===== config.mk =====
export PLATFORM = sky130hd
export DESIGN_NAME = fifo_stream
export DESIGN_NICKNAME = d
export VERILOG_FILES = /design/src/rtl/fifo_pkg.sv /design/src/rtl/sram_sd.sv /design/src/rtl/fifo_stream.sv
export SDC_FILE = /design/constraint.sdc
export NUM_CORES = 1
export LEC_CHECK = 0
export ABC_AREA = 0
export CORE_UTILIZATION = 58
export DETAILED_ROUTE_END_ITERATION = 8
export PLACE_DENSITY = 0.87
export SLEW_MARGIN = 20
export SYNTH_ARGS = -nofsm -noshare
export SYNTH_HDL_FRONTEND = slang
export SYNTH_SLANG_ARGS = --single-unit

===== constraint.sdc =====
create_clock -name clk_i -period 3.5 [get_ports clk_i]
set_input_delay 0.525 -clock clk_i [delete_from_list [all_inputs] [get_ports clk_i]]
set_output_delay 0.525 -clock clk_i [all_outputs]
set_load 0.1 [all_outputs]

===== src/rtl/fifo_pkg.sv =====
// rtl/fifo_pkg.sv - shared width helpers and status struct for fifo_stream
package fifo_pkg;

  localparam int unsigned STATUS_CNT_W = 16;

  typedef struct packed {
    logic [STATUS_CNT_W-1:0] count;
    logic                    afull;
    logic                    aempty;
  } fifo_status_t;

  function automatic int unsigned cnt_width(input int unsigned depth);
    return $clog2(depth + 1);
  endfunction

  // Address width for a store of 'words' entries; never below one bit.
  function automatic int unsigned ptr_width(input int unsigned words);
    return (words > 1) ? $clog2(words) : 1;
  endfunction

endpackage


===== src/rtl/sram_sd.sv =====
// rtl/sram_sd.sv - simple dual-port memory, synchronous write, asynchronous read
module sram_sd #(
  parameter int unsigned WIDTH = 8,
  parameter int unsigned DEPTH = 4,
  parameter int unsigned AW    = 2
) (
  input  logic             clk_i,
  input  logic             we_i,
  input  logic [AW-1:0]    waddr_i,
  input  logic [WIDTH-1:0] wdata_i,
  input  logic [AW-1:0]    raddr_i,
  output logic [WIDTH-1:0] rdata_o
);

  logic [WIDTH-1:0] mem_q [DEPTH];

  always_ff @(posedge clk_i) begin
    if (we_i) mem_q[waddr_i] <= wdata_i;
  end

  assign rdata_o = mem_q[raddr_i];

endmodule


===== src/rtl/fifo_stream.sv =====
// rtl/fifo_stream.sv - first-word-fall-through stream FIFO with registered head word
// Optional sticky overflow/underflow flags: define FIFO_STREAM_ERR_EN.
module fifo_stream
  import fifo_pkg::*;
#(
  parameter int unsigned WIDTH      = 8,
  parameter int unsigned DEPTH      = 8,
  parameter int unsigned AFULL_THR  = DEPTH - 1,
  parameter int unsigned AEMPTY_THR = 1
) (
  input  logic                       clk_i,
  input  logic                       rst_i,
  input  logic                       valid_i,
  input  logic [WIDTH-1:0]           data_i,
  output logic                       ready_o,
  output logic                       valid_o,
  output logic [WIDTH-1:0]           data_o,
  input  logic                       ready_i,
  output logic [$clog2(DEPTH+1)-1:0] count_o,
  output logic                       almost_full_o,
  output logic                       almost_empty_o,
  output logic                       overflow_o,
  output logic                       underflow_o
);

  localparam int unsigned CW        = cnt_width(DEPTH);
  localparam int unsigned MEM_DEPTH = DEPTH - 1;
  localparam int unsigned AW        = ptr_width(MEM_DEPTH);
  localparam int unsigned SW        = STATUS_CNT_W;

  fifo_status_t     status_q;
  logic [SW-1:0]    count_next;
  logic [SW-1:0]    mem_cnt;
  logic [AW-1:0]    rd_ptr_q;
  logic [AW-1:0]    wr_ptr_q;
  logic             valid_q;
  logic [WIDTH-1:0] data_q;
  logic [WIDTH-1:0] mem_rdata;
  logic             push;
  logic             pop;
  logic             load_out;
  logic             mem_empty;
  logic             mem_we;
  logic             mem_re;

  function automatic logic [AW-1:0] ptr_inc(input logic [AW-1:0] p);
    return (p == AW'(MEM_DEPTH - 1)) ? '0 : p + AW'(1);
  endfunction

  assign ready_o   = (status_q.count < SW'(DEPTH));
  assign push      = valid_i && ready_o;
  assign pop       = valid_q && ready_i;
  assign mem_cnt   = status_q.count - {{(SW-1){1'b0}}, valid_q};
  assign mem_empty = (mem_cnt == '0);
  // The head register refills whenever it is empty or being consumed.
  assign load_out  = pop || !valid_q;
  assign mem_re    = load_out && !mem_empty;
  // A push into an empty store while the head refills bypasses memory.
  assign mem_we    = push && !(load_out && mem_empty);

  always_comb begin
    count_next = status_q.count;
    if (push && !pop)      count_next = status_q.count + SW'(1);
    else if (pop && !push) count_next = status_q.count - SW'(1);
  end

  sram_sd #(
    .WIDTH (WIDTH),
    .DEPTH (MEM_DEPTH),
    .AW    (AW)
  ) u_mem (
    .clk_i   (clk_i),
    .we_i    (mem_we),
    .waddr_i (wr_ptr_q),
    .wdata_i (data_i),
    .raddr_i (rd_ptr_q),
    .rdata_o (mem_rdata)
  );

  always_ff @(posedge clk_i) begin
    if (rst_i) begin
      rd_ptr_q        <= '0;
      wr_ptr_q        <= '0;
      valid_q         <= 1'b0;
      status_q.count  <= '0;
      status_q.afull  <= 1'b0;
      status_q.aempty <= 1'b1;
    end else begin
      if (mem_we)   wr_ptr_q <= ptr_inc(wr_ptr_q);
      if (mem_re)   rd_ptr_q <= ptr_inc(rd_ptr_q);
      if (load_out) valid_q  <= !mem_empty || push;
      status_q.count  <= count_next;
      status_q.afull  <= (count_next >= SW'(AFULL_THR));
      status_q.aempty <= (count_next <= SW'(AEMPTY_THR));
    end
  end

  always_ff @(posedge clk_i) begin
    if (load_out) data_q <= mem_empty ? data_i : mem_rdata;
  end

  assign valid_o        = valid_q;
  assign data_o         = data_q;
  assign count_o        = status_q.count[CW-1:0];
  assign almost_full_o  = status_q.afull;
  assign almost_empty_o = status_q.aempty;

`ifdef FIFO_STREAM_ERR_EN
  logic overflow_q;
  logic underflow_q;

  always_ff @(posedge clk_i) begin
    if (rst_i) begin
      overflow_q  <= 1'b0;
      underflow_q <= 1'b0;
    end else begin
      if (valid_i && !ready_o) overflow_q  <= 1'b1;
      if (ready_i && !valid_q) underflow_q <= 1'b1;
    end
  end

  assign overflow_o  = overflow_q;
  assign underflow_o = underflow_q;
`else
  assign overflow_o  = 1'b0;
  assign underflow_o = 1'b0;
`endif

endmodule


==> results of run 1 <==
==> sequential cells by signal, indices dropped and copies added, names as in the netlist, named ones only <==
name	count
almost_empty_o	1
almost_full_o	1
count_o	4
data_o	8
rd_ptr_q	3
status_q	12
u_mem.mem_q	56
valid_o	1
wr_ptr_q	3
==> cell usage in the layout (no fill, tap or decap), types with 2 or more instances in the layout <==
cell type        Yosys  final
edfxtp_1            64     64
nor2_1              38     38
dfxtp_1             28     28
clkdlybuf4s50_1      0     26
a21oi_1             19     19
mux2i_1             18     18
nand2_1             18     18
o21ai_0             17     17
inv_1               11     11
nand4_1             10     10
buf_4                7     10
xnor2_1              9      9
clkbuf_8             2      9
mux4_2               8      8
nor4_1               9      8
nor3_1               7      7
nand3_1              5      5
xor2_1               4      4
a31oi_1              4      4
nor4_2               2      3
o31ai_1              3      3
ha_1                 3      3
inv_6                0      3
a211oi_1             2      2
or4_1                2      2
and4_1               2      2
nand2b_1             2      2
nor4bb_1             2      2
nor3b_1              2      2
nor2b_1              2      2
nand4bb_1            2      2
conb_1               1      2
bufinv_16            0      2
==> final cells by class <==
cell class,count,area share [%]
sequential,92,52.6
multi-input combinational,213,32.0
timing repair buffer,36,7.11
clock buffer,9,2.63
inverter,11,0.875
tap,96,2.55
clock inverter,7,2.25
==> worst paths after layout <==
kind / from / cells after the start / slack, ns / end
max: count_o[0] / 9 / 0.24 / u_mem.mem_q[1][5]
min reg2reg: rd_ptr_q[2] / 2 / 0.55 / flip-flop
max reg2reg: count_o[0] / 9 / 0.24 / u_mem.mem_q[1][5]
min: rd_ptr_q[2] / 2 / 0.55 / flip-flop
==> metrics by stage <==
| stage | hold slack (ns) | setup WS (ns) | cell area (um^2) |
|---|---|---|---|
| 2_1_floorplan | 0.483 | -0.0606 | 4210 |
| 3_3_place_gp | 0.509 | 0.464 | 4490 |
| 3_5_place_dp | 0.524 | 0.307 | 4490 |
| 4_1_cts | 0.544 | 0.284 | 4720 |
| 5_1_grt | 0.584 | 0.0155 | 4720 |
| 6_report | 0.548 | 0.243 | 4720 |
==> tightest hold or removal path: stages, from the launching register on <==
cell,delay (ns)
dfxtp_1,0.34
o31ai_1,0.07
a21oi_1,0.08
==> metal layers <==
layer,routed length (um),vias to the layer above,share of wire (%)
met5,0,-,0
met4,176,0,2.1
met3,362,21,4.4
met2,3990,93,49
met1,3670,1333,45
li1,-,1309,-
==> cells by family (layout without fill, tap and decap cells) <==
logic type	after synthesis	after routing	synth area share (%)
other cells	1	2	0.0892
compound gates	53	53	7.50
flops	92	92	59.0
mux	27	27	8.84
buf+inv	38	63	5.30
xor+xnor	13	13	2.71
simple gates	115	115	15.6
fa+ha+maj	3	3	0.893
==> summary.md, run 1 <==
| Metric | Value |
|---|---|
| Run status | finished, final reports clean |
| Sequential area share after synthesis | between 50% and 60% |
| Setup_tns | 0 ns |
| Most frequent cell after synthesis | edfxtp_1 |
| CP max FO | 11 |
| Max Root-Sink Buffers | 2 |
| Peak Freq | 307 MHz |
| # rows | 30 |
| Via count | 2756 |
| PostCTS Resize Cnt | 0 |
| CP max-delay cell | o31ai_1 |
| H-tree depth | 3 |
| RSZ-0062 raised after global routing | false |
| Die width | 87.1 um |
| Post-synth top area share | roughly 46% |
| Final Hold Fails | 0 |
| I/O pin count | 30 |
| GR Layer Usage met3 | 4.93% |
| CTS Root Cell | clkbuf_8 |
| Syn Inst Count | 342 |
| Worst path max stage delay | 0.92 ns |
| Core footprint | 6910 um^2 |
| Crit-path cells | inv_1, ha_1, nor4b_1, nand4_1, mux2i_1, o31ai_1, or3_4, nor2_1, buf_4 |
| Critical setup path kind | flip-flop to flip-flop |
| Post-Syn Area | 4200 um^2 |
| Clock Latency Late Sink | 0.36 ns |
| Worst endpoint required time | 3.63 ns |
| Met2 usage | 38.6% |
| Worst path arrival time | 3.38 ns |
| Port Buf Inserts | 27 |
| Startpoint types | flip-flop |
| Post-DP HPWL | roughly 5.6 mm |
| Hold Crit Class | flip-flop to flip-flop |
| Synth top cells by count | edfxtp_1, nor2_1, dfxtp_1 |
| CTS Buf Count | 9 |
| Routed Wire Length | 8.20 mm |
| Top_reg_cell synth | edfxtp_1 |
| Multi-input logic area | ~1500 um^2 |
| EDFF count, synth | 64 |
| Slew margin rel. | 27.7% |
| NumNets Final | 378 |
| Total track usage | 24.3% |
| Avg Vias per Cell | 5.94 |
| Antenna violations before repair | 0 |
| Fraction of layout cells with a size suffix above 1 | 12.8% |
| GRT Residual Overflow | 0 |
| Cells after DPL | 448 |
| Post-synth ARST share | 0% |
| DR WL/cell | 17.7 um |
| Initial core utilization | between 60 and 70% |
| Min Tclk post-route | 3.26 ns |
| FILL cells | 507 |
| Area leader, netlist | edfxtp_1 |
| Worst slew pin tran | 1.08 ns |
| Post-CTS Hold Buffers | 0 |
| TritonCTS clock tree | yes |
| Global-route layer with the greatest usage | met2 |
| Pre-antenna DRT Iters | 5 |
| Ant. Diodes | 0 |
| DRC viols | 0 |
| Global placer's final weighted congestion | 0.892 |
| Final core utilization | 68.3% |
| Maximum Capacitance Violations | 0 |
| Count of cell types in the netlist | 56 |
| CP Capture Type | flip-flop |
| Slew Viols, Final | 0 |
| Die area | 7590 um^2 |
| Syn. warnings | 0 |
| Seq. cell area | 2480 um^2 |
| Skew final | roughly 0.0065 ns |
| Global-route wire length before repair | 13.5 mm |
| Post-synthesis register bit count | roughly 90 |
| Largest net degree at the start of global routing | 26 |
| Period utilization | 93.1% |
| Clk sink count | 92 |
| Met1 Track Usage GR | approximately a third |
| Die H | between 80 and 90 um |
| Crit-path leading delay family | simple AND/OR/NAND/NOR gates |
| Post CTS Setup Buffer Count | 0 |
| ANT nets after route | 0 |
| Fin cells | 464 |
| Clock-pin slew on the worst setup and hold paths | roughly 0.09 ns |
| Area grow syn2layout | 12.2% |
| Worst Path Buf+Inv | 2 |
| Top cells by area, synth | edfxtp_1, dfxtp_1, mux2i_1, mux4_2, nor2_1 |
| Detailed Route Iter0 Violations | 187 |
| Final setup vio count | 0 |
| Number of global-route vias before repair | 2710 |
| Syn avg cell area | 12.3 um^2 |
Power of run 1 is not shown: default switching activity piles up to over one toggle a cycle in this logic, so the estimate is an artifact.
==> run 2: changes to the inputs <==
Settings changed: TNS_END_PERCENT set to 5.
==> results of run 2 <==
Final layout, timing and power as in run 1 (identical DEF).
Power of run 2 is left out for the same reason.
